File: src/rtl/wb_irq_ctrl_pkg.sv
// Shared constants and helpers for the Wishbone interrupt controller.
package wb_irq_pkg;

    // Register word indices (bus address bits [3:2])
    localparam logic [1:0] IRQ_REG_STATUS = 2'd0;
    localparam logic [1:0] IRQ_REG_ENABLE = 2'd1;
    localparam logic [1:0] IRQ_REG_CLEAR  = 2'd2;
    localparam logic [1:0] IRQ_REG_TIMER  = 2'd3;

    // Interrupt source bit positions in the pending vector
    localparam int unsigned SRC_TUBE_IRQ = 0;
    localparam int unsigned SRC_TUBE_NMI = 1;
    localparam int unsigned SRC_TICK     = 2;
    localparam int unsigned NUM_SRC      = 3;

    // Reset routing: IRQ from tube IRQ, FIRQ from tube NMI
    localparam logic [NUM_SRC-1:0] IRQ_EN_RST  = 3'b001;
    localparam logic [NUM_SRC-1:0] FIRQ_EN_RST = 3'b010;

    // Merge a bus write into an existing register image, honouring byte lanes
    function automatic logic [31:0] lane_merge(input logic [31:0] old_val,
                                               input logic [31:0] wr_val,
                                               input logic [3:0]  sel);
        logic [31:0] mask;
        for (int unsigned i = 0; i < 4; i++) begin
            mask[i*8 +: 8] = {8{sel[i]}};
        end
        return (old_val & ~mask) | (wr_val & mask);
    endfunction

endpackage

File: src/rtl/wb_irq_ctrl_if.sv
// Wishbone slave bus bundle for the interrupt controller.
interface wb_irq_ctrl_if;
    logic        wb_cyc_i;
    logic        wb_stb_i;
    logic        wb_we_i;
    logic [1:0]  wb_adr_i;
    logic [3:0]  wb_sel_i;
    logic [31:0] wb_dat_i;
    logic [31:0] wb_dat_o;
    logic        wb_ack_o;

    modport master (
        output wb_cyc_i, wb_stb_i, wb_we_i, wb_adr_i, wb_sel_i, wb_dat_i,
        input  wb_dat_o, wb_ack_o
    );

    modport slave (
        input  wb_cyc_i, wb_stb_i, wb_we_i, wb_adr_i, wb_sel_i, wb_dat_i,
        output wb_dat_o, wb_ack_o
    );
endinterface

File: src/rtl/wb_irq_ctrl_sync.sv
// Multi-flop input synchroniser with one extra flop holding the previous
// synchronised value, for edge detection downstream.
module irq_sync #(
    parameter int unsigned SYNC_STAGES = 3
) (
    input  logic clk,
    input  logic rst_b,
    input  logic d_i,
    output logic sync_o,
    output logic prev_o
);

    logic [SYNC_STAGES-1:0] sync_q;
    logic                   prev_q;

    // Shift the asynchronous input through the chain; reset clears every flop
    always_ff @(posedge clk) begin
        if (!rst_b) begin
            sync_q <= '0;
            prev_q <= 1'b0;
        end else begin
            sync_q <= {sync_q[SYNC_STAGES-2:0], d_i};
            prev_q <= sync_q[SYNC_STAGES-1];
        end
    end

    assign sync_o = sync_q[SYNC_STAGES-1];
    assign prev_o = prev_q;

endmodule

File: src/rtl/wb_irq_ctrl.sv
// Wishbone slave interrupt controller: synchronises the Tube parasite
// interrupt lines, latches NMI edges and timer ticks, and routes each
// source to the a23 IRQ and/or FIRQ input.
module wb_irq_ctrl
    import wb_irq_pkg::*;
#(
    parameter int unsigned SYNC_STAGES = 3,
    parameter int unsigned TIMER_WIDTH = 16
) (
    input  logic          clk,
    input  logic          rst_b,
    wb_irq_ctrl_if.slave  wb,
    input  logic          p_irq_b,
    input  logic          p_nmi_b,
    output logic          o_irq,
    output logic          o_firq
);

    // Synchronised, active-high source levels
    logic irq_lvl;
    logic irq_prev_unused;
    logic nmi_lvl;
    logic nmi_prev;

    // Lines are inverted before synchronising so a cleared chain reads as
    // "not asserted" straight out of reset.
    irq_sync #(.SYNC_STAGES(SYNC_STAGES)) u_sync_irq (
        .clk    (clk),
        .rst_b  (rst_b),
        .d_i    (~p_irq_b),
        .sync_o (irq_lvl),
        .prev_o (irq_prev_unused)
    );

    irq_sync #(.SYNC_STAGES(SYNC_STAGES)) u_sync_nmi (
        .clk    (clk),
        .rst_b  (rst_b),
        .d_i    (~p_nmi_b),
        .sync_o (nmi_lvl),
        .prev_o (nmi_prev)
    );

    logic                   ack_q,      ack_d;
    logic [31:0]            dat_q,      dat_d;
    logic [NUM_SRC-1:0]     irq_en_q,   irq_en_d;
    logic [NUM_SRC-1:0]     firq_en_q,  firq_en_d;
    logic [TIMER_WIDTH-1:0] reload_q,   reload_d;
    logic                   tmr_en_q,   tmr_en_d;
    logic [TIMER_WIDTH-1:0] cnt_q,      cnt_d;
    logic                   nmi_pend_q, nmi_pend_d;
    logic                   tick_pend_q, tick_pend_d;
    logic                   o_irq_q,    o_irq_d;
    logic                   o_firq_q,   o_firq_d;

    logic               req;
    logic               wr;
    logic [NUM_SRC-1:0] pend;
    logic [31:0]        status_rd;
    logic [31:0]        enable_rd;
    logic [31:0]        timer_rd;
    logic [31:0]        enable_wr;
    logic [31:0]        timer_wr;
    logic [31:0]        rd_val;
    logic [2:1]         clr;
    logic               expire;
    logic               nmi_edge;

    // Register views, bus decode, pending/timer next-state and output routing
    always_comb begin
        req = wb.wb_cyc_i & wb.wb_stb_i & ~ack_q;
        wr  = req & wb.wb_we_i;

        pend               = '0;
        pend[SRC_TUBE_IRQ] = irq_lvl;
        pend[SRC_TUBE_NMI] = nmi_pend_q;
        pend[SRC_TICK]     = tick_pend_q;

        status_rd      = '0;
        status_rd[2:0] = pend;
        status_rd[4]   = irq_lvl;
        status_rd[5]   = nmi_lvl;

        enable_rd       = '0;
        enable_rd[2:0]  = irq_en_q;
        enable_rd[10:8] = firq_en_q;

        timer_rd                    = '0;
        timer_rd[TIMER_WIDTH-1:0]   = reload_q;
        timer_rd[31]                = tmr_en_q;

        enable_wr = lane_merge(enable_rd, wb.wb_dat_i, wb.wb_sel_i);
        timer_wr  = lane_merge(timer_rd,  wb.wb_dat_i, wb.wb_sel_i);

        rd_val = '0;
        case (wb.wb_adr_i)
            IRQ_REG_STATUS: rd_val = status_rd;
            IRQ_REG_ENABLE: rd_val = enable_rd;
            IRQ_REG_CLEAR:  rd_val = '0;
            IRQ_REG_TIMER:  rd_val = timer_rd;
            default:        rd_val = '0;
        endcase

        ack_d = req;
        dat_d = (req && !wb.wb_we_i) ? rd_val : '0;

        irq_en_d  = irq_en_q;
        firq_en_d = firq_en_q;
        if (wr && wb.wb_adr_i == IRQ_REG_ENABLE) begin
            irq_en_d  = enable_wr[2:0];
            firq_en_d = enable_wr[10:8];
        end

        reload_d = reload_q;
        tmr_en_d = tmr_en_q;
        if (wr && wb.wb_adr_i == IRQ_REG_TIMER) begin
            reload_d = timer_wr[TIMER_WIDTH-1:0];
            tmr_en_d = timer_wr[31];
        end

        clr = '0;
        if (wr && wb.wb_adr_i == IRQ_REG_CLEAR && wb.wb_sel_i[0]) begin
            clr = wb.wb_dat_i[2:1];
        end

        // Counter: a TIMER write always reloads (with the newly written
        // value); otherwise it runs only while enabled and reloads after 0.
        expire = tmr_en_q && (cnt_q == '0);
        cnt_d  = cnt_q;
        if (wr && wb.wb_adr_i == IRQ_REG_TIMER) begin
            cnt_d = timer_wr[TIMER_WIDTH-1:0];
        end else if (tmr_en_q) begin
            cnt_d = expire ? reload_q : cnt_q - 1'b1;
        end

        // Set events take priority over a simultaneous clear
        nmi_edge    = nmi_lvl & ~nmi_prev;
        nmi_pend_d  = nmi_edge | (nmi_pend_q  & ~clr[SRC_TUBE_NMI]);
        tick_pend_d = expire   | (tick_pend_q & ~clr[SRC_TICK]);

        o_irq_d  = |(pend & irq_en_q);
        o_firq_d = |(pend & firq_en_q);
    end

    // State update; reset drops any in-flight access and restores defaults
    always_ff @(posedge clk) begin
        if (!rst_b) begin
            ack_q       <= 1'b0;
            dat_q       <= '0;
            irq_en_q    <= IRQ_EN_RST;
            firq_en_q   <= FIRQ_EN_RST;
            reload_q    <= '0;
            tmr_en_q    <= 1'b0;
            cnt_q       <= '0;
            nmi_pend_q  <= 1'b0;
            tick_pend_q <= 1'b0;
            o_irq_q     <= 1'b0;
            o_firq_q    <= 1'b0;
        end else begin
            ack_q       <= ack_d;
            dat_q       <= dat_d;
            irq_en_q    <= irq_en_d;
            firq_en_q   <= firq_en_d;
            reload_q    <= reload_d;
            tmr_en_q    <= tmr_en_d;
            cnt_q       <= cnt_d;
            nmi_pend_q  <= nmi_pend_d;
            tick_pend_q <= tick_pend_d;
            o_irq_q     <= o_irq_d;
            o_firq_q    <= o_firq_d;
        end
    end

    assign wb.wb_ack_o = ack_q;
    assign wb.wb_dat_o = dat_q;
    assign o_irq       = o_irq_q;
    assign o_firq      = o_firq_q;

endmodule

File: src/flat_wrapper.sv
// flat-port wrapper written by rule: the top's interface ports become plain ports
module wb_irq_ctrl_flat import wb_irq_pkg::*;
#(
    parameter int unsigned SYNC_STAGES = 3,
    parameter int unsigned TIMER_WIDTH = 16
)
  (clk, rst_b, p_irq_b, p_nmi_b, o_irq, o_firq, wb_wb_cyc_i, wb_wb_stb_i, wb_wb_we_i, wb_wb_adr_i, wb_wb_sel_i, wb_wb_dat_i, wb_wb_dat_o, wb_wb_ack_o);
  wb_irq_ctrl_if wb_i ();
  input  logic clk;
  input  logic rst_b;
  input  logic p_irq_b;
  input  logic p_nmi_b;
  output logic o_irq;
  output logic o_firq;
  input wire logic [$bits(wb_i.wb_cyc_i)-1:0] wb_wb_cyc_i;
  input wire logic [$bits(wb_i.wb_stb_i)-1:0] wb_wb_stb_i;
  input wire logic [$bits(wb_i.wb_we_i)-1:0] wb_wb_we_i;
  input wire logic [$bits(wb_i.wb_adr_i)-1:0] wb_wb_adr_i;
  input wire logic [$bits(wb_i.wb_sel_i)-1:0] wb_wb_sel_i;
  input wire logic [$bits(wb_i.wb_dat_i)-1:0] wb_wb_dat_i;
  output wire logic [$bits(wb_i.wb_dat_o)-1:0] wb_wb_dat_o;
  output wire logic [$bits(wb_i.wb_ack_o)-1:0] wb_wb_ack_o;
  assign wb_i.wb_cyc_i = wb_wb_cyc_i;
  assign wb_i.wb_stb_i = wb_wb_stb_i;
  assign wb_i.wb_we_i = wb_wb_we_i;
  assign wb_i.wb_adr_i = wb_wb_adr_i;
  assign wb_i.wb_sel_i = wb_wb_sel_i;
  assign wb_i.wb_dat_i = wb_wb_dat_i;
  assign wb_wb_dat_o = wb_i.wb_dat_o;
  assign wb_wb_ack_o = wb_i.wb_ack_o;
  wb_irq_ctrl #(.SYNC_STAGES(SYNC_STAGES), .TIMER_WIDTH(TIMER_WIDTH)) u_core (.clk(clk), .rst_b(rst_b), .wb(wb_i), .p_irq_b(p_irq_b), .p_nmi_b(p_nmi_b), .o_irq(o_irq), .o_firq(o_firq));
endmodule
File: config.mk
export PLATFORM = sky130hd
export DESIGN_NAME = wb_irq_ctrl_flat
export DESIGN_NICKNAME = d
export VERILOG_FILES = /design/src/rtl/wb_irq_ctrl_pkg.sv /design/src/rtl/wb_irq_ctrl_if.sv /design/src/rtl/wb_irq_ctrl_sync.sv /design/src/rtl/wb_irq_ctrl.sv /design/src/flat_wrapper.sv
export SDC_FILE = /design/constraint.sdc
export NUM_CORES = 1
export LEC_CHECK = 0
export CAP_MARGIN = 20
export CORE_UTILIZATION = 50
export CTS_BUF_LIST = sky130_fd_sc_hd__clkbuf_16
export DETAILED_ROUTE_END_ITERATION = 10
export PLACE_DENSITY = 0.79
export SETUP_SLACK_MARGIN = 0.15
export SYNTH_ARGS = -nofsm -noshare
export SYNTH_HDL_FRONTEND = slang
export SYNTH_SLANG_ARGS = --single-unit
File: constraint.sdc
create_clock -name clk -period 2 [get_ports clk]
set_input_delay 0.4 -clock clk [delete_from_list [all_inputs] [get_ports clk]]
set_output_delay 0.4 -clock clk [all_outputs]
set_load 0.01 [all_outputs]
Word-level counts from Yosys, hierarchy flattened
Cells that the tools add are included.
{ "totals": {"register_bits": 83, "inputBits": 45, "wordCells": 58} }
{ "op_classes": {"addsub": 1, "eq_ne": 3, "n_mux": 5, "n_bitwise": 22, "reduce_logical": 13} }
{ "ops": {"columns": ["op", "n"], "rows": [
  ["32-bit case mux with 4 select lines", 1],
  ["32-bit bitwise AND", 2],
  ["16-bit two-way mux", 3],
  ["32-bit NOT", 1],
  ["32-bit OR", 1],
  ["16-bit logical NOT", 1],
  ["16-bit by 1-bit subtractor with 16-bit output (second input constant)", 1],
  ["11-bit bitwise AND", 1],
  ["11-bit OR", 1],
  ["1-bit bitwise AND", 6],
  ["3-bit bitwise AND", 2],
  ["1-bit logical AND", 6],
  ["1-bit NOT", 6],
  ["3-bit OR reduction", 2],
  ["2-bit == test (second input constant)", 2],
  ["2-bit by 1-bit == test with 1-bit output (second input constant)", 1],
  ["2-bit logical NOT", 1],
  ["2-bit two-way mux", 1],
  ["1-bit OR", 2],
  ["2-bit AND reduction", 1],
  ["2-bit nonzero test", 1],
  ["1-bit logical NOT", 1]
]} }

Longest topological paths before layout
Gate-level depths: netlist (run 1).
{ "logic_depth": {"depth_word": 9, "depth_mapped": 8, "ltp_nobuf": 7} }

Modules after synthesis
From an unflattened synthesis (run 1), not the netlist that was laid out.
{ "unflattened": {"hier_cells": 386, "area_unflattened_um2": 3384.5} }
{ "by_module_without_submodules": {"columns": ["module", "n_inst", "cells_each", "area_each_um2", "seq_area_each_um2"], "rows": [
  ["wb_irq_ctrl", 1, 370, 3174.3, 1221.2],
  ["irq_sync", 2, 8, 105.1, 80.1]
]} }

Worst setup path after synthesis (run 1)
OpenSTA, ideal clock, no wires.
{ "synth_timing": {"kind": "flip-flop to flip-flop", "from": "register u_core.cnt_q[0]", "to": "register u_core.cnt_q[7]", "setup_time_ns": 0.122, "arrival_ns": 1.535, "required_time_ns": 1.878, "slack_ns": 0.343, "path_stages_with_launch": 7, "n_path_buf": 0, "cell_sequence": "dfxtp_1 inv_1 ha_1 nor4b_4 nand4_4 and3_1 o311a_1"} }
{ "synth_via": {"elab_chain_len": 5, "elab_cells_between_ends": 6} }
{ "synth_lines": {"columns": ["element", "line_no", "source"], "rows": [
  ["from (decl)", "wb_irq_ctrl.sv:49", "logic [TIMER_WIDTH-1:0] cnt_q, cnt_d;"],
  ["from (signal assigned)", "wb_irq_ctrl.sv:165", "cnt_q <= cnt_d;"],
  ["branches (longest 2 deep; another with 16-bit by 1-bit subtractor with 16-bit output)", null, null],
  ["16-bit two-way mux *", "wb_irq_ctrl.sv:132", "cnt_d = expire ? reload_q : cnt_q - 1'b1;"],
  ["16-bit two-way mux *", "wb_irq_ctrl.sv:131", "end else if (tmr_en_q) begin"],
  ["16-bit two-way mux *", "wb_irq_ctrl.sv:129", "if (wr && wb.wb_adr_i == IRQ_REG_TIMER) begin"]
]} }
Every way passes the cells marked *. The select of a mux whose other input is x is not followed.
A chain may end at the register's enable or synchronous reset.

Final worst setup path (run 1)
{ "layout_timing": {"from": "register u_core.cnt_q[0]", "to": "register u_core.cnt_q[12]"} }
The elaborated chain is that of the path after synthesis.

==> metrics.cfg, run 1 <==
[finish]
sequential_cell_area_mm2=0.00137
final_layout_size_suffix_gt1_frac=0.160
nNetsFinal=484
syn_to_layout_area_delta_pct=31.8
finalNonFillerCells=520
multi_input_area_mm2=0.00186
filler_instances=507
antennaDiodeCount=0

[synth]
synth_sequential_area_ratio=0.400
synth_area_per_cell_um2=9.27
synth.most_common_cell=dfxtp_1
yosys_most_used_dff=dfxtp_1
number_of_distinct_standard_cells_referenced_by_the_synthesized_netlist=53
yosysWarningCount=0
yosys-top-cells-count=dfxtp_1, mux2i_1, nand2_1
gate_count_after_technology_mapping=367
yosys.area.top_type=dfxtp_1
netlist_top_cells_area=dfxtp_1, mux2i_1, nor2b_1, buf_4, nand2_1
asyncSetResetFlopFracSynth=0
synth-seq-cells=68
netlist.area_leader.share=0.400
synth-edff-count=0
synth.cell_area_mm2=0.00340

[die]
fp.coreArea_mm2=0.00646
placement_rows=29
initial_utilization=0.527
die-area_mm2=0.00714
pin_count=80
dieWidth_um=84.5
fp.dieH_um=84.5

[timing]
grt_setup_unrepaired=true
finalMaxSlewViolations=0
period_minus_slack_ns=1.77
hold_viol_final=0
period_share=0.884
max_freq_ghz=0.565
timing.final.setup_violations=0
setup_skew_after_layout_ns=0.00515
final_critical_path_setup_slack_ns=0.231

[cts]
cts_inserted_buffers=9
ctsHoldBuffers=0
clkLatencyLatePin_ns=0.33
clock-sinks=68
cts_tree=yes
cts-root-to-sink-buffers=2
cts.root.buffer_cell=clkbuf_16
clkTransAtPathRegs_ns=0.06
cts_max_level=3

[setup_path]
worst-endpoint-arrival_ns=2.02
end_kind=flip-flop
cp_data_required_time_ns=2.25
worst-path-max-fanout=4
critical_path_class=flip-flop to flip-flop
worst_setup_path_start_kind=flip-flop

[status]
violations=design-rule violations
status=finished, violations left

[grt]
use_met2=0.399
grt.overflow.total=0
met3_usage=0.0442
grtUsageTotal=0.235
global_route_wire_length_before_repair_mm=13.2
first_global_vias=2777
grt_start_max_net_pins=28
use_met1=0.293
antenna_found_initial=0
grt_most_used_layer=met2

[placement]
place.detailed.instances=500
place.detailed.hpwl_mm=5.41
io_buffer_count=48
gp_congestion=0.908
detailedPlace.worstSlack_ns=-0.0983

[detailed_routing]
drc=3
routed_wire_length_per_instance_um=15.6
detail_route.vias_per_cell=5.52
drtPass1Iterations=9
detailroute.via_count=2870
wl_mm=8.12
detail_route.iter0.violations=215
detail-route-antenna-nets=0

[pwr]
power.total_uw=3730
worst_ir_drop_vdd_mv=0.495
power.leakage_uw=0.00184
power.density_mw_per_mm2=832

[run]
drv_cap=0

[hold_path]
holdCritPathClass=flip-flop to flip-flop

-- repair_timing --
| action | in CTS | in global routing |
|---|---|---|
| endpoints found under the hold margin | 0 | 0 |
| buffers inserted | 0 | 3 |
| gates resized for setup | 0 | 10 |
| endpoints found under the setup margin | 0 | 7 |
-- layout make-up --
cell class                      instances  area share
Clock inverter                          7      0.0310
Multi-Input combinational cell        272       0.414
Sequential cell                        68       0.305
Clock buffer                            9      0.0502
Inverter                                4     0.00335
Timing Repair Buffer                   83       0.175
Tap cell                               77      0.0215
-- power by group --
part / switching (µW) / leakage, µW / internal, µW
Sequential: 30.7 / 0.000551 / 1380
Clock: 586 / 0.000169 / 1340
Combinational: 191 / 0.00112 / 207
Total: 808 / 0.00184 / 2920
-- per-stage QoR --
| stage | TNS [ns] | cell area (µm²) | utilization | hold slack, ns |
|---|---|---|---|---|
| finish | 0 | 4480 | 0.694 | 0.434 |
| global route | 0 | 4480 | 0.694 | 0.450 |
| CTS | 0 | 4410 | 0.682 | 0.437 |
| detailed placement | -0.634 | 4040 | 0.626 | 0.423 |
| global placement | -0.169 | 4040 | 0.626 | 0.415 |
| floorplan | 0 | 3450 | - | 0.412 |
-- logic make-up (layout without fill, tap and decap cells) --
| family | Yosys count | in the layout | synth area share |
|---|---|---|---|
| compound gates | 66 | 66 | 0.131 |
| xor+xnor | 9 | 9 | 0.0232 |
| fa+ha+maj | 1 | 1 | 0.00368 |
| buf+inv | 41 | 103 | 0.0736 |
| flops | 68 | 68 | 0.400 |
| mux | 38 | 38 | 0.113 |
| other cells | 1 | 15 | 0.00110 |
| simple gates | 143 | 143 | 0.254 |
-- layout by cell type (no fill, tap or decap), types with 3 or more instances in the layout --
| master | synthesis | final |
|---|---|---|
| or3_1 | 3 | 3 |
| dfxtp_1 | 68 | 66 |
| clkdlybuf4s50_1 | 0 | 48 |
| mux2i_1 | 34 | 34 |
| nand4b_1 | 3 | 3 |
| nor2_1 | 23 | 23 |
| o311a_1 | 4 | 4 |
| inv_1 | 4 | 4 |
| o311ai_0 | 3 | 3 |
| a21boi_0 | 7 | 7 |
| o221ai_1 | 6 | 6 |
| o21a_1 | 4 | 4 |
| nor2b_1 | 23 | 23 |
| buf_4 | 16 | 31 |
| a21oi_1 | 13 | 13 |
| xnor2_1 | 7 | 7 |
| bufinv_16 | 0 | 4 |
| mux2_2 | 4 | 4 |
| o21ai_1 | 5 | 5 |
| nor3b_1 | 7 | 7 |
| nand3_1 | 14 | 13 |
| nand2_1 | 30 | 30 |
| conb_1 | 1 | 15 |
| clkbuf_16 | 0 | 10 |
| and2_1 | 16 | 15 |
| o21ai_0 | 13 | 13 |
| nor3_1 | 5 | 5 |
-- worst max-delay path, cell delays in order, from the launching register on --
cell and delay (ns):
dfxtp_4 0.35, inv_1 0.05, ha_2 0.17, nor4b_4 0.30, buf_4 0.18, nand4_1 0.10, or3_1 0.36, a31oi_1 0.17
-- path summary, 6_finish.rpt --
check	startpoint	endpoint	slack, ns	depth (start not counted)
max	u_core.cnt_q[0]	u_core.cnt_q[12]	0.23	7
min	u_core.u_sync_irq.sync_q[0]	u_core.u_sync_irq.sync_q[1]	0.43	1
max reg2reg	u_core.cnt_q[0]	u_core.cnt_q[12]	0.23	7
min reg2reg	u_core.u_sync_irq.sync_q[0]	u_core.u_sync_irq.sync_q[1]	0.43	1
-- routing by layer --
layer | vias up | share of wire
met4 | 0 | 0.015
met3 | 13 | 0.044
li1 | 1419 | -
met2 | 103 | 0.49
met5 | - | 0
met1 | 1335 | 0.45
Power figures use the tool's default switching activity.
==> inputs of run 2 (changes only) <==
MAX_ROUTING_LAYER = met4   (was not set)
==> run 2 against run 1 <==
- the run still ends with design-rule violations left
- setup slack worse by 0.025 ns
- sequential share of layout area rose by 0.30 points
- cell area down 1.3%
- sequential cell count is the same
- sequential power about the same
- critical path depth shrank 1
- register-to-register slack worse by 0.03 ns
- total power shrank 0.52%
- routed wire length shrank 1.8%
- combinational power shrank 3%
- hold slack worse by 0.00059 ns
- largest cell class unchanged
==> metrics.cfg, run 2 (synthesis gave the netlist of run 1 again) <==
[detailed_routing]
wl_mm=7.97  ; -1.8%
drc=3  ; unchanged
detailroute.via_count=2828  ; -1.5%
routed_wire_length_per_instance_um=15.4  ; -1.2%
detail_route.vias_per_cell=5.47  ; -0.89%
detail-route-antenna-nets=0  ; unchanged
drtPass1Iterations=9  ; unchanged
detail_route.iter0.violations=185  ; -14%

[die]
placement_rows=29  ; unchanged
die-area_mm2=0.00714  ; unchanged
dieWidth_um=84.5  ; unchanged
fp.coreArea_mm2=0.00646  ; unchanged
initial_utilization=0.527  ; unchanged
pin_count=80  ; unchanged
fp.dieH_um=84.5  ; unchanged

[timing]
setup_skew_after_layout_ns=0.00717  ; +0.00202 ns
hold_viol_final=0  ; unchanged
period_share=0.897  ; +0.0126
max_freq_ghz=0.557  ; -1.4%
final_critical_path_setup_slack_ns=0.206  ; -0.0252 ns
period_minus_slack_ns=1.79  ; +0.0252 ns
finalMaxSlewViolations=0  ; unchanged
timing.final.setup_violations=0  ; unchanged
grt_setup_unrepaired=true

[placement]
place.detailed.instances=500  ; unchanged
place.detailed.hpwl_mm=5.41  ; unchanged
gp_congestion=0.924  ; +1.7%
io_buffer_count=48  ; unchanged
detailedPlace.worstSlack_ns=-0.0983  ; unchanged

[setup_path]
cp_data_required_time_ns=2.22  ; -0.03 ns
setup.reg_to_reg.worst_slack_ns=0.21  ; -0.03 ns
critical_path_class=flip-flop to flip-flop
worst_setup_path_start_kind=flip-flop
worst-endpoint-arrival_ns=2.01  ; about the same
worst-path-buf-inv=2  ; unchanged
timing.critical_path.max_delay_family=simple AND/OR/NAND/NOR gates
cell_with_the_largest_stage_delay_on_the_worst_path=dfxtp_1
end_kind=flip-flop
worst_path_largest_cell_delay_ns=0.36  ; about the same
worst-path-max-fanout=8  ; +4
worstPathCellList=inv_1, ha_1, nor4b_4, nand4_4, buf_4, o311a_1

[hold_path]
holdCritPathClass=flip-flop to flip-flop

[pwr]
worst_ir_drop_vdd_mv=0.475  ; -4.1%
clockPowerShare=0.516  ; about the same
p_switching_uw=795  ; -1.6%
power.leakage_uw=0.00181  ; -1.6%
power.density_mw_per_mm2=839  ; +0.83%
pwr-share-comb=0.104  ; -0.003
p_seq_frac=0.380  ; +0.003
power_switching_share=0.214  ; -0.00234
p_int_uw=2920  ; -0.22%

[run]
drv_cap=0  ; unchanged

[finish]
final_layout_size_suffix_gt1_frac=0.145  ; -0.0148
filler_instances=521  ; +2.8%
finalNonFillerCells=517  ; -0.58%
antennaDiodeCount=0  ; unchanged
nNetsFinal=481  ; -0.62%
commonest_cells_after_routing_fill_and_taps_aside=dfxtp_1, clkdlybuf4s50_1, mux2i_1
syn_to_layout_area_delta_pct=30.0
most_common_cell_after_layout_fill_and_taps_aside=dfxtp_1

[grt]
grt.overflow.total=0  ; unchanged
grt_start_max_net_pins=28  ; unchanged
antenna_found_initial=0  ; unchanged
first_global_vias=2783  ; +0.22%
global_route_wire_length_before_repair_mm=13.3  ; +0.20%
grtUsageTotal=0.243  ; +0.00830

[status]
violations=design-rule violations
status=finished, violations left

[cts]
clkTransAtPathRegs_ns=0.05  ; about the same
clock-sinks=68  ; unchanged
ctsHoldBuffers=0  ; unchanged
cts-root-to-sink-buffers=2  ; unchanged
cts_tree=yes
cts_inserted_buffers=9  ; unchanged
cts.root.buffer_cell=clkbuf_16
cts_max_level=3  ; unchanged
clkLatencyLatePin_ns=0.33  ; about the same

-- run 2: changes by cell type in the layout (fill, tap and decap cells not counted) --
cell / before / now
clkbuf_16: 10 / 9
and3_4: 1 / 0
ha_1: 0 / 1
ha_2: 1 / 0
dfxtp_1: 66 / 68
and3_1: 1 / 2
dfxtp_2: 1 / 0
dfxtp_4: 1 / 0
buf_4: 31 / 30
buf_8: 1 / 0
-- run 2: path summary, 6_finish.rpt --
kind,startpoint,to,depth (start not counted)
setup / recovery,u_core.cnt_q[0],u_core.cnt_q[6],6
hold / removal,u_core.u_sync_irq.sync_q[0],u_core.u_sync_irq.sync_q[1],1
hold reg to reg,u_core.u_sync_irq.sync_q[0],u_core.u_sync_irq.sync_q[1],1
setup reg to reg,u_core.cnt_q[0],u_core.cnt_q[6],6
-- run 2: per-stage QoR --
stage / setup TNS, ns / utilization / hold WS, ns / power [µW] / area (µm²)
6_report: 0 / 0.685 / 0.434 / 3710 / 4420
5_1_grt: 0 / 0.685 / 0.450 / 3840 / 4420
4_1_cts: 0 / 0.682 / 0.437 / 3730 / 4410
3_5_place_dp: -0.634 / 0.626 / 0.423 / 1810 / 4040
3_3_place_gp: -0.169 / 0.626 / 0.415 / 1800 / 4040
2_1_floorplan: 0 / - / 0.412 / 1700 / 3450
-- run 2: worst reg2reg max path, delay by kind of cell, from the launching register on --
kind,cells,cell delay [ns]
compound gates,1,0.32
fa+ha+maj,1,0.17
buf+inv,2,0.30
flops,1,0.36
simple gates,2,0.55
-- run 2: power by group through the flow --
| stage | logic, µW | registers, µW | clock network [µW] |
|---|---|---|---|
| after floorplan | 269 | 1430 | 0 |
| after global placement | 367 | 1440 | 0 |
| after detailed placement | 375 | 1440 | 0 |
| after CTS | 381 | 1410 | 1940 |
| after global routing | 422 | 1410 | 2010 |
| final | 388 | 1410 | 1920 |
-- run 2: cell type report --
class / count / area, µm² / share of cell area
clock buffer: 9 / 225 / 0.0509
clock inverter: 7 / 139 / 0.0314
inverter: 4 / 15.0 / 0.00339
multi-input combinational: 272 / 1850 / 0.418
sequential: 68 / 1360 / 0.308
tap: 77 / 96.3 / 0.0218
timing repair buffer: 80 / 737 / 0.167
-- run 2: per-layer routing --
layer,track usage,part of all wire,vias to the layer above
met3,0.0580,0.046,12
met1,0.294,0.46,1319
met2,0.400,0.49,91
li1,-,-,1406
met4,0.0786,0.011,0
met5,-,0,-
-- run 2: what timing repair did --
action,CTS,global route
gates resized for setup,0,3
buffers inserted,0,1
endpoints found under the setup margin,0,7
==> inputs of run 3 (changes only) <==
GPL_TIMING_DRIVEN = 0   (was not set)
==> run 3 against run 2 <==
- the run still ends with design-rule violations left
- cell count up 2.3%
- total power is 5.2% lower
- fmax down 2.9%
- cell area up 1.5%
- highest routed layer unchanged
- clock power decreased by 11%
- largest power group unchanged
- critical path type unchanged
- combinational power rose by 5.9%
- clock-buffer cell count is the same
- sequential power about the same
==> metrics.cfg, run 3 (synthesis gave the netlist of run 1 again) <==
[cts]
ctsHoldBuffers=0  ; unchanged
clock-sinks=68  ; unchanged
clkLatencyLatePin_ns=0.33  ; about the same
clkTransAtPathRegs_ns=0.06  ; about the same
cts_tree=yes
cts_max_level=3  ; unchanged
cts_inserted_buffers=9  ; unchanged
cts-root-to-sink-buffers=2  ; unchanged
cts.root.buffer_cell=clkbuf_16

[detailed_routing]
detail-route-antenna-nets=0  ; unchanged
wl_met2_mm=4.25  ; +9.6%
drc=3  ; unchanged
routed_wire_length_per_instance_um=16.7  ; +8.2%
detail_route.iter0.violations=206  ; +11%
drtPass1Iterations=8  ; -1
detail_route.vias_per_cell=5.61  ; +2.6%
routedLengthMet1_mm=3.87  ; +6.6%
top_layer=met4
detailroute.via_count=2970  ; +5.0%
wl_mm=8.83  ; +11%
met3WireLength_um=523  ; +42%

[timing]
grt_setup_unrepaired=true
hold-worst-slack_ns=0.440  ; +0.00636 ns
period_minus_slack_ns=1.85  ; +0.0544 ns
slew_headroom=0.593
finalMaxSlewViolations=0  ; unchanged
final_critical_path_setup_slack_ns=0.152  ; -0.0544 ns
hold_viol_final=0  ; unchanged
max_slew.worst_pin.slew_ns=0.610
max_freq_ghz=0.541  ; -2.9%
setup_skew_after_layout_ns=0.00832  ; +0.00115 ns
timing.final.setup_violations=0  ; unchanged
period_share=0.924  ; +0.0272

[die]
pin_count=80  ; unchanged
dieWidth_um=84.5  ; unchanged
fp.dieH_um=84.5  ; unchanged
fp.coreArea_mm2=0.00646  ; unchanged
die-area_mm2=0.00714  ; unchanged
placement_rows=29  ; unchanged
initial_utilization=0.527  ; unchanged

[setup_path]
worst_setup_path_start_kind=flip-flop
worst-endpoint-arrival_ns=2.06  ; +0.05 ns
timing.critical_path.max_delay_family=simple AND/OR/NAND/NOR gates
cell_with_the_largest_stage_delay_on_the_worst_path=dfxtp_2
worst-path-max-fanout=8  ; unchanged
worstPathCellList=inv_1, ha_4, nor4b_4, nand4_4, and3_1, o311a_1
worst-path-buf-inv=1  ; -1
worst_path_largest_cell_delay_ns=0.35  ; about the same
critical_path_class=flip-flop to flip-flop
cp_data_required_time_ns=2.21  ; about the same
end_kind=flip-flop

[status]
status=finished, violations left
violations=design-rule violations

[placement]
gp_congestion=0.897  ; -2.9%
place.detailed.hpwl_mm=5.87  ; +8.5%
io_buffer_count=46  ; -4.2%
post_dp_cell_area_mm2=0.00401  ; -0.74%
place.detailed.instances=504  ; +0.80%
detailedPlace.worstSlack_ns=-0.428  ; -0.330 ns

[grt]
grt_start_max_net_pins=14  ; -50%
grtUsageTotal=0.253  ; +0.0104
antenna_found_initial=0  ; unchanged
global_route_wire_length_before_repair_mm=13.7  ; +3.3%
grt.overflow.total=0  ; unchanged
first_global_vias=2821  ; +1.4%

[finish]
commonest_cells_after_routing_fill_and_taps_aside=dfxtp_1, clkdlybuf4s50_1, mux2i_1
finalNonFillerCells=529  ; +2.3%
final_layout_size_suffix_gt1_frac=0.173  ; +0.0271
syn_to_layout_area_delta_pct=32.0
nNetsFinal=493  ; +2.5%
most_common_cell_after_layout_fill_and_taps_aside=dfxtp_1
antennaDiodeCount=0  ; unchanged
finalInstanceArea_mm2=0.00449  ; +1.5%

[pwr]
power.leakage_uw=0.00186  ; +2.9%
power.density_mw_per_mm2=784  ; -6.6%
worst_ir_drop_vdd_mv=0.559  ; +18%

[hold_path]
holdCritPathClass=flip-flop to flip-flop

[run]
drv_cap=0  ; unchanged

## run 3: path summary, 6_finish.rpt
check / from / to / slack (ns) / cells after the start
worst max-delay path: u_core.cnt_q[0] / u_core.cnt_q[7] / 0.15 / 6
worst min-delay path: u_core.u_sync_irq.sync_q[1] / u_core.u_sync_irq.sync_q[2] / 0.44 / 1
worst max register to register: u_core.cnt_q[0] / u_core.cnt_q[7] / 0.15 / 6
worst min register to register: u_core.u_sync_irq.sync_q[1] / u_core.u_sync_irq.sync_q[2] / 0.44 / 1
## run 3: per-layer routing
layer / global-route usage / vias to the layer above
met5: - / -
met4: 0.0909 / 0
met3: 0.0452 / 20
met2: 0.411 / 115
met1: 0.318 / 1396
li1: - / 1439
## run 3: area by class of cell
| class | count | area (µm²) |
|---|---|---|
| Buffer | 37 | 258 |
| Clock buffer | 9 | 225 |
| Clock inverter | 7 | 98.8 |
| Fill cell | 508 | 1970 |
| Inverter | 4 | 15.0 |
| Multi-Input combinational cell | 272 | 1890 |
| Sequential cell | 68 | 1360 |
| Tap cell | 77 | 96.3 |
| Timing Repair Buffer | 55 | 543 |
## run 3: metrics by stage
step	utilization	TNS (ns)	power, µW
floorplan	-	0	1700
global placement	0.621	-10.20	1820
detailed placement	0.621	-12.01	1820
CTS	0.679	0	3510
global route	0.695	0	3630
finish	0.695	0	3520
## run 3: worst reg2reg max path, stage by stage, from the launching register on
cell	delay, ns
dfxtp_2	0.35
inv_1	0.13
ha_4	0.17
nor4b_4	0.28
nand4_4	0.24
and3_1	0.23
o311a_1	0.34
## run 3: report_power, final
part | switching (µW) | total [µW] | internal (µW)
sequential | 30.1 | 1410 | 1380
combinational | 202 | 411 | 209
clock | 605 | 1700 | 1100
total | 837 | 3520 | 2680
## run 3: timing repair
item	4_1_cts	5_1_grt
cloned	0	2
setup endpoints to repair	39	31
hold endpoints to repair	0	0
setup buffers	4	3
pin swaps	1	4
gates resized for setup	8	14
